`config.mk`:
```
export PLATFORM = sky130hd
export DESIGN_NAME = product_accumulator_nbit
export DESIGN_NICKNAME = d
export VERILOG_FILES = /design/src/rtl/product_accumulator_nbit.sv
export SDC_FILE = /design/constraint.sdc
export NUM_CORES = 1
export LEC_CHECK = 0
export BUFFER_PORTS_ARGS = -buffer_cell sky130_fd_sc_hd__buf_2
export CORE_MARGIN = 3
export CORE_UTILIZATION = 52
export CTS_BUF_LIST = sky130_fd_sc_hd__clkbuf_8
export CTS_CLUSTER_DIAMETER = 120
export DETAILED_ROUTE_END_ITERATION = 10
export GPL_ROUTABILITY_DRIVEN = 0
export PLACE_DENSITY = 0.81
export SYNTH_ARGS = -nofsm -noshare
export SYNTH_HDL_FRONTEND = slang
export SYNTH_SLANG_ARGS = --single-unit
export TNS_END_PERCENT = 50
```
`constraint.sdc`:
```
create_clock -name clk -period 3.1 [get_ports clk]
set_input_delay 0.93 -clock clk [delete_from_list [all_inputs] [get_ports clk]]
set_output_delay 0.93 -clock clk [all_outputs]
set_load 0.005 [all_outputs]
```
`src/rtl/product_accumulator_nbit.sv`:
```
// ---------------------------------------------------------------------------
// product_accumulator_nbit
//
// Group accumulator placed after the n-bit integer multiplier. Each accepted
// product beat is zero-extended and added into an ACC_WIDTH accumulator. The
// beat flagged with in_last closes the group. The group sum, the beat count
// and a carry-out flag are then held on a valid/ready result port.
//
// Optional build macro: PRODUCT_ACC_SATURATE_EN
//   defined   - on a carry the accumulator clamps to all-ones for the rest
//               of the group.
//   undefined - the sum wraps modulo 2^ACC_WIDTH.
//   out_ovf flags the carry in both builds.
// ---------------------------------------------------------------------------
module product_accumulator_nbit #(
    parameter int WIDTH     = 32,
    parameter int ACC_WIDTH = 48,   // must be >= WIDTH
    parameter int CNT_WIDTH = 8
) (
    input  logic                 clk,
    input  logic                 rst_n,
    input  logic                 in_valid,
    output logic                 in_ready,
    input  logic [WIDTH-1:0]     in_prod,
    input  logic                 in_last,
    output logic                 out_valid,
    input  logic                 out_ready,
    output logic [ACC_WIDTH-1:0] out_sum,
    output logic [CNT_WIDTH-1:0] out_count,
    output logic                 out_ovf
);

    localparam logic [1:0] IDLE = 2'd0;
    localparam logic [1:0] ACC  = 2'd1;
    localparam logic [1:0] DONE = 2'd2;

    logic [1:0]           state, state_next;
    logic [ACC_WIDTH-1:0] acc, acc_next;
    logic [CNT_WIDTH-1:0] count, count_next;
    logic                 ovf, ovf_next;

    logic [ACC_WIDTH-1:0] prod_ext;
    logic [ACC_WIDTH:0]   sum_ext;
    logic                 carry;
    logic                 beat;

    // The adder is one bit wider than the accumulator; its MSB is the carry.
    assign prod_ext = ACC_WIDTH'(in_prod);
    assign sum_ext  = {1'b0, acc} + {1'b0, prod_ext};
    assign carry    = sum_ext[ACC_WIDTH];

    // Handshake flags depend on state only. in_ready has no path from out_ready.
    assign in_ready  = (state != DONE);
    assign out_valid = (state == DONE);
    assign beat      = in_valid & in_ready;

    // The result port drives the working registers directly. They do not
    // change in DONE because in_ready is low there.
    assign out_sum   = acc;
    assign out_count = count;
    assign out_ovf   = ovf;

    // Next-state and datapath update for one clock.
    always_comb begin
        // NOTE: every signal gets a default before the case. A path that
        // leaves a signal unassigned would otherwise infer a latch.
        state_next = state;
        acc_next   = acc;
        count_next = count;
        ovf_next   = ovf;

        case (state)
            IDLE: begin
                if (beat) begin
                    acc_next   = prod_ext;
                    count_next = CNT_WIDTH'(1);
                    ovf_next   = 1'b0;
                    state_next = in_last ? DONE : ACC;
                end
            end
            ACC: begin
                if (beat) begin
`ifdef PRODUCT_ACC_SATURATE_EN
                    acc_next = (ovf | carry) ? '1 : sum_ext[ACC_WIDTH-1:0];
`else
                    acc_next = sum_ext[ACC_WIDTH-1:0];
`endif
                    count_next = count + CNT_WIDTH'(1);
                    ovf_next   = ovf | carry;
                    state_next = in_last ? DONE : ACC;
                end
            end
            DONE: begin
                if (out_ready) begin
                    state_next = IDLE;
                end
            end
            default: state_next = IDLE;
        endcase
    end

    // State and accumulator registers. An asynchronous reset clears them.
    always_ff @(posedge clk or negedge rst_n) begin
        if (!rst_n) begin
            state <= IDLE;
            acc   <= '0;
            count <= '0;
            ovf   <= 1'b0;
        end else begin
            // NOTE: sequential state uses non-blocking assignment. Every
            // register then samples pre-edge values, so the order of
            // statements does not matter.
            state <= state_next;
            acc   <= acc_next;
            count <= count_next;
            ovf   <= ovf_next;
        end
    end

endmodule
```
**After elaboration in Yosys (flattened, before gate mapping)**

Index checks and enable logic that the tools add are counted.

- Flip-flop bits (word level): 59
- Latch bits: 0
- RAM bits: 0
- ROM bits: 0
- Bits of input ports: 37
- Output and inout bits: 59
- Word-level logic and storage cells: 33
- Memories: 0

- Add/subtract/negate cells: 2
- Multiply operators: 0
- Div/mod/pow operators: 0
- Order comparisons: 0
- Equal/unequal tests: 7
- Shifts and indexed selects: 0
- Muxes and demuxes: 13
- Bitwise gates (word level): 2
- Reductions and logical operators: 5

Operators with widths:

| cell | number |
|---|---|
| 48-bit 2-to-1 mux | 2 |
| 48-bit one-hot mux with 2 select lines | 1 |
| 48-bit by 32-bit adder with 49-bit output | 1 |
| 8-bit 2-to-1 mux | 2 |
| 8-bit one-hot mux with 2 select lines | 1 |
| 8-bit by 1-bit adder with 8-bit output, second input constant | 1 |
| 2-bit 2-to-1 mux | 3 |
| 2-bit != test, second input constant | 3 |
| 2-bit by 1-bit != test with 1-bit output, second input constant | 2 |
| 2-bit one-hot mux with 2 select lines | 1 |
| 3-bit AND reduction | 1 |
| 2-bit by 1-bit equality test with 1-bit output, second input constant | 1 |
| 2-bit equality test, second input constant | 1 |
| 2-bit zero test | 1 |
| 1-bit 2-to-1 mux | 2 |
| 1-bit one-hot mux with 2 select lines | 1 |
| 2-bit AND reduction | 1 |
| 2-bit nonzero test | 1 |
| 2-bit OR reduction | 1 |
| 1-bit AND | 1 |
| 1-bit bitwise OR | 1 |

**Depth between registers and ports, before layout**

Gate-level depths: netlist of run 1.

- Word-level depth: 4
- Depth in mapped cells: 12
- Mapped depth without buffers: 11

**Worst setup path after synthesis of run 1**

Ideal clock, no wire load.

- Path kind: input to register
- Start: in in_prod[0]
- End: reg acc[46] (netlist: out_sum[46])
- Setup time: 69 ps
- Arrival: 3483 ps
- Data required time: 3031 ps
- Slack: -452 ps
- Stages: 12
- Buffers on the path: 1
- Cell sequence: ha_1 > inv_1 > fa_1 > and2b_1 > o211ai_2 > a32o_2 > a211o_1 > a211o_1 > and2_4 > buf_6 > or4_1 > nand3_1

- Word-level cells in the longest chain between the ends: 3

Ends and longest elaborated chain:

| what | RTL line | text |
|---|---|---|
| start: declaration | 24 | `input logic [WIDTH-1:0] in_prod,` |
| 48-bit by 32-bit adder with 49-bit output | 49 | `assign sum_ext = {1'b0, acc} + {1'b0, prod_ext};` |
| 48-bit 2-to-1 mux | 82 | `if (beat) begin` |
| 48-bit one-hot mux with 2 select lines | 72 | `case (state)` |
| end signal: assignment | 114 | `acc <= acc_next;` |
| end: declaration | 38 | `logic [ACC_WIDTH-1:0] acc, acc_next;` |

No other way between the ends. The select of a mux whose other input is x is not followed.
A chain may end at the register's enable or synchronous reset.

**Worst setup path in the final report of run 1**

- Start: in in_prod[0]
- End: reg acc[38] (netlist: out_sum[38])

The elaborated chain is that of the path after synthesis.

==> key figures, run 1 <==
Yosys
  – Post-Syn Nets: 641
  – Register area share after synthesis: 32.07%
  – Mux contribution to synthesized area: 2.174%
  – Post-Synth XOR/XNOR Area: 5.136%
  – Post-synthesis compound-gate area fraction: 26.71%
  – Largest family of logic cells by synthesized area: compound AO/OA/AOI/OAI gates
  – Top cell type's share of synthesized area: 32.07%
  – Post-Syn Area: 4604 sq um
  – Synth area leader: dfrtp_1
  – Seq cells post-synth: 59
  – EDFF count, synth: 0
  – Main area contributors after synthesis: dfrtp_1 32%, ha_1 9.0%, a21oi_1 7.1%
  – Async SR Flop Fraction: 100.0%
  – Avg Inst Size Synth: 8.078 sq um
  – YS warnings: 0
  – Mapped Cells: 570
  – Most frequent cell after synthesis: nand2_1
  – Top post-synthesis cells by count: 79 x nand2_1, 65 x a21oi_1, 61 x o21ai_0
  – Synth Area in Simple Gates: 20.33%
  – Synth Flop Type: dfrtp_1
  – Netlist cell types: 59
  – Post-Synth Adder-Cell Area: 9.402%

Detailed routing
  – Detailed-route DRC error count: 0
  – Routed via count: 5031
  – Avg WL per Cell: 15.95 um
  – Iter 0 DRT Violations: 295
  – DRT Pass-1 Iters: 6
  – Post-route ant nets: 0
  – Drt via density: 5.989
  – Drt total wl: 13400 um

Power and ir drop
  – Logic gate share of total power: 58.0%
  – Cell internal pwr: 2.663 mW
  – Pwr/cell area: 752.4 nW/um^2
  – Leak pwr: 2.928 nW
  – Sw Share: 41.42%
  – Switching power: 1.884 mW
  – VDD IR max: 0.3834 mV
  – Clock power share: 18.0%
  – Seq pwr share: 23.9%

Critical path
  – Worst setup SP type: primary input
  – Nature of the critical path endpoint: register
  – Max FO, Critical Path: 8
  – Worst Path Required: 3.39 ns
  – Arrival time worst endpoint: 3.43 ns
  – Setup CP Type: primary input to register

Timing
  – Maximum clock rate: 319.0 MHz
  – WHS: 0.4825 ns
  – Max-slew violation count: 0
  – Least-Margin Pin Slew: 0.6321 ns
  – Hold Violations, Final: 0
  – Max_slew headroom: 57.78%
  – Final WS setup: -0.03475 ns
  – Tmin final: 3.135 ns
  – RSZ-0062 raised after global routing: true
  – Fin crit share: 101.1%
  – Final Setup Violations: 2
  – Max Clock Skew: 0.009118 ns

Global routing
  – Pin count of the biggest net entering global routing: 32
  – First-pass GRT wire length: 22260 um
  – Vias in the first global route: 4850
  – Initial antenna violation count: 0
  – Grt ovf: 0
  – Total GRT Usage: 27.02%

Finish
  – Layout area overhead: 31.25%
  – Proportion of layout cells with a drive suffix above 1: 30.61%
  – Diodes inserted: 0
  – Fillers: 648
  – Final nets: 801
  – Utilization after layout: 71.75%

Clock tree
  – Clock latency on the worst-skew pair: 0.35 ns
  – Root Buffer: clkbuf_8
  – CTS Buf Count: 9
  – TritonCTS clock tree: built
  – CTS clk-pin slew, worst paths: 0.08 ns
  – Clock Path Buffers: 2
  – Total clock sinks: 59
  – Max H-tree Level: 3

Job
  – Number of max-cap violations: 0

Floorplanning
  – Ports: 96
  – Chip width: 100.1 um
  – Site Rows: 33
  – Die height: 100.1 um
  – Starting Density: 54.66%
  – Die ar.: 10020 sq um
  – Core Area: 8423 sq um

Placed design
  – Place WS: -0.5017 ns
  – Port Buffer Count: 95
  – DP Wirelength: 10080 um

Worst hold path
  – Min-delay worst type: register to register

Run status
  – Failing checks: setup timing
  – Outcome: complete, but fails checks
[cell usage in the layout (no fill, tap or decap), types with 3 or more instances in the layout]
cell type / netlist / layout
nand4_1: 10 / 10
nor3_1: 5 / 4
buf_4: 0 / 84
xnor2_1: 17 / 17
nand3_1: 14 / 13
ha_1: 33 / 32
buf_2: 9 / 94
mux2i_1: 10 / 10
xor2_1: 10 / 9
or3_1: 11 / 10
a31o_2: 3 / 3
a21o_1: 6 / 6
a211o_1: 6 / 6
o21ai_0: 61 / 61
dfrtp_1: 59 / 59
nor2b_1: 6 / 6
nor2_1: 32 / 32
a22oi_1: 3 / 3
nand2b_1: 5 / 4
o21bai_1: 5 / 5
or4_1: 5 / 4
a211oi_1: 6 / 5
a31oi_1: 11 / 10
o211ai_1: 6 / 6
inv_1: 15 / 14
clkinv_4: 0 / 3
clkbuf_8: 0 / 9
o21a_1: 6 / 5
a21oi_1: 65 / 64
and3_1: 10 / 10
nand2_1: 79 / 79
[cell families after synthesis]
kind of cell | count (synthesis)
compound gates | 201
buf+inv | 46
simple gates | 193
xor+xnor | 27
mux | 10
flops | 59
fa+ha+maj | 34
[registers in the layout, summed over array words and instances, names as in the netlist]
register / cells
out_ovf: 1
state: 2
out_count: 8
out_sum: 48
[power groups by stage]
stage,logic [mW],registers (mW),clock network (mW)
6_report,2.64,1.09,0.820
5_1_grt,2.90,1.11,0.865
4_1_cts,2.55,1.08,0.830
3_5_place_dp,2.51,1.10,0
3_3_place_gp,2.45,1.09,0
2_1_floorplan,1.50,1.09,0
[final cells by class]
type,count,area (sq um),area share (%)
clock inverters,7,100.1,1.656
inverters,15,56.30,0.9317
clock buffers,9,123.9,2.050
well taps,105,131.4,2.174
flip-flops and latches,59,1476,24.43
repair buffers,180,1127,18.65
multi-input cells,465,3028,50.10
[path summary, 6_finish.rpt]
check                             startpoint      endpoint  slack (ns)  cells after the start
max in group asynchronous              rst_n   out_sum[28]        1.88                      2
worst min-delay path            out_count[7]  out_count[7]        0.48                      1
worst min register to register  out_count[7]  out_count[7]        0.48                      1
worst max-delay path              in_prod[0]   out_sum[38]       -0.03                     12
worst max register to register    out_sum[0]   out_sum[38]        0.19                     11
min in group asynchronous              rst_n  out_count[3]        0.51                      1
[per-stage QoR]
step	total power, mW	cell area (sq um)	instances	TNS, ns
after floorplan	2.587	4626	570	-1.870
after global placement	3.533	5722	822	-7.004
after detailed placement	3.609	5722	822	-8.586
after CTS	4.465	5973	839	0
after global routing	4.871	6043	840	-0.2876
final	4.547	6043	840	-0.03795
[critical path, stage by stage]
cell	delay (ns)
buf_8	0.08
ha_4	0.12
inv_2	0.03
fa_2	0.32
and2b_1	0.24
o211ai_2	0.11
a32o_2	0.27
a211o_1	0.30
a211o_1	0.31
and2_4	0.19
nor4b_1	0.36
a211o_1	0.16
[layer usage]
metal | vias up | GRT usage [%] | share of wire (%)
met2 | 234 | 45.10 | 48
met3 | 27 | 4.170 | 7.4
met1 | 2370 | 35.58 | 43
met5 | - | 0 | 0
met4 | 0 | 9.845 | 2.2
li1 | 2400 | - | -
[what timing repair did]
action / CTS / global route
hold buffers: 0 / 0
setup buffers: 1 / 1
setup endpoints to repair: 7 / 15
endpoints found under the hold margin: 0 / 0
pin swaps: 5 / 1
resized for setup: 4 / 13
Power figures use the tool's default switching activity.
==> run 2, diff against run 1 <==
--- a/config.mk
+++ b/config.mk
@@ -5,9 +5,12 @@
 export SDC_FILE = /design/constraint.sdc
 export NUM_CORES = 1
 export LEC_CHECK = 0
+export ABC_CLOCK_PERIOD_IN_PS = 3100
 export BUFFER_PORTS_ARGS = -buffer_cell sky130_fd_sc_hd__buf_2
+export CELL_PAD_IN_SITES_DETAIL_PLACEMENT = 1
+export CELL_PAD_IN_SITES_GLOBAL_PLACEMENT = 1
 export CORE_MARGIN = 3
-export CORE_UTILIZATION = 52
+export CORE_UTILIZATION = 38
 export CTS_BUF_LIST = sky130_fd_sc_hd__clkbuf_8
 export CTS_CLUSTER_DIAMETER = 120
 export DETAILED_ROUTE_END_ITERATION = 10
==> key figures, run 2 (same netlist as run 1, synthesis figures left out) <==
Run status
  – Outcome: complete, but fails checks
  – Failing checks: setup timing

Finish
  – Layout area overhead: 32.15%
  – Register area: 1476 sq um
  – Multi-input logic area: 3007 sq um
  – Commonest non-fill, non-tap cell in the layout: buf_2
  – Max reg flops: 48
  – Most frequent cells in the layout: 94 x buf_2, 86 x buf_4, 78 x nand2_1
  – Final nets: 804
  – Fin area: 6085 sq um
  – Proportion of layout cells with a drive suffix above 1: 30.53%
  – Diodes inserted: 0
  – Fillers: 1466

Critical path
  – Crit-path cells: buf_8, ha_4, inv_2, fa_2, and2b_1, o211ai_2, a32o_2, a211o_1, a211o_1, and2_4, or4_4, nand2_2
  – Worst setup SP type: primary input
  – Nature of the critical path endpoint: register
  – Most used cell, CP: a211o_1
  – Setup CP Type: primary input to register
  – Max stage delay on crit path: 0.48 ns
  – Cell at the slowest stage of the critical path: or4_4
  – Worst Path Required: 3.41 ns
  – Max FO, Critical Path: 5
  – Arrival time worst endpoint: 3.46 ns

Job
  – Number of max-cap violations: 0

Worst hold path
  – Min-delay worst type: register to register

Global routing
  – Grt ovf: 0
  – Total GRT Usage: 24.73%
  – Pin count of the biggest net entering global routing: 35
  – Vias in the first global route: 5486
  – Initial antenna violation count: 0
  – First-pass GRT wire length: 26510 um

Timing
  – Final Setup Violations: 2
  – Tmin final: 3.148 ns
  – Max Clock Skew: 0.01188 ns
  – Fin crit share: 101.5%
  – Max_slew headroom: 57.08%
  – Least-Margin Pin Slew: 0.6438 ns
  – Maximum clock rate: 317.7 MHz
  – Final WS setup: -0.04777 ns
  – Hold Violations, Final: 0
  – Max-slew violation count: 0
  – RSZ-0062 raised after global routing: true

Detailed routing
  – Routed via count: 5110
  – Drt via density: 5.807
  – Post-route ant nets: 0
  – Drt total wl: 16040 um
  – Iter 0 DRT Violations: 222
  – DRT Pass-1 Iters: 4
  – Avg WL per Cell: 18.23 um
  – Detailed-route DRC error count: 0

Power and ir drop
  – Leak pwr: 2.931 nW
  – VDD IR max: 0.3486 mV
  – Pwr/cell area: 757.6 nW/um^2

Clock tree
  – Total clock sinks: 59
  – CTS clk-pin slew, worst paths: 0.08 ns
  – TritonCTS clock tree: built
  – Clock Path Buffers: 2
  – Root Buffer: clkbuf_8
  – Clock latency on the worst-skew pair: 0.37 ns
  – Max H-tree Level: 3
  – CTS Buf Count: 9
  – Post-CTS Hold Buffers: 0

Placed design
  – Port Buffer Count: 95
  – DP Wirelength: 12390 um
  – Place WS: -0.5452 ns
  – Post-DP Area: 5789 sq um

Floorplanning
  – Die ar.: 13470 sq um
  – Ports: 96
  – Die height: 116.1 um
  – Chip width: 116.1 um
  – Starting Density: 39.65%
  – Site Rows: 39
  – Core Area: 11610 sq um
-- run 2: cell type report --
cell class | instances | area share, %
clock buffer | 10 | 2.262
tap | 143 | 2.941
sequential | 59 | 24.26
timing repair buffer | 182 | 18.92
inverter | 15 | 0.9254
clock inverter | 5 | 1.275
multi-input combinational | 466 | 49.41
-- run 2: critical path: cells and delay by family --
| kind | cells | cell delay [ns] |
|---|---|---|
| AOI/OAI and AO/OA | 4 | 1.00 |
| adders and majority gates | 2 | 0.45 |
| buffers and inverters | 2 | 0.11 |
| and+or+nand+nor | 4 | 0.96 |
-- run 2: per-layer routing --
| layer | routed length (um) | track usage (%) |
|---|---|---|
| met3 | 631 | 5.587 |
| met2 | 7805 | 41.96 |
| met1 | 7063 | 30.24 |
| met5 | 0 | 0 |
| met4 | 537 | 10.36 |
-- run 2: timing repair --
item | 4_1_cts | 5_1_grt
setup endpoints to repair | 9 | 11
buffers inserted | 2 | 1
gates resized for setup | 5 | 8
cloned | 1 | 0
pin swaps | 5 | 2
-- run 2: worst paths after layout --
check | cells past startpoint | endpoint | start | slack, ns
max | 12 | out_sum[34] | in_prod[0] | -0.05
min | 1 | out_count[7] | out_count[7] | 0.49
max reg2reg | 11 | out_sum[34] | out_sum[0] | 0.13
min reg2reg | 1 | out_count[7] | out_count[7] | 0.49
max in group asynchronous | 2 | out_ovf | rst_n | 1.91
min in group asynchronous | 1 | out_count[2] | rst_n | 0.57
-- run 2: per-stage QoR --
| step | hold WS [ns] | setup TNS, ns | utilization [%] | power [mW] | std cells |
|---|---|---|---|---|---|
| 3_5_place_dp | 0.4809 | -8.465 | 49.85 | 3.729 | 861 |
| 2_1_floorplan | 0.4705 | -1.870 | - | 2.587 | 570 |
| 3_3_place_gp | 0.4669 | -6.364 | 49.85 | 3.599 | 861 |
| 4_1_cts | 0.4932 | -0.05125 | 52.03 | 4.594 | 879 |
| 5_1_grt | 0.5376 | -0.2935 | 52.39 | 4.983 | 880 |
| 6_report | 0.4861 | -0.05236 | 52.39 | 4.610 | 880 |
-- run 2: power breakdown --
group          switching [mW]  total, mW  internal, mW
logic                    1.42       2.70          1.28
registers               0.166       1.10         0.929
clock network           0.350      0.817         0.467
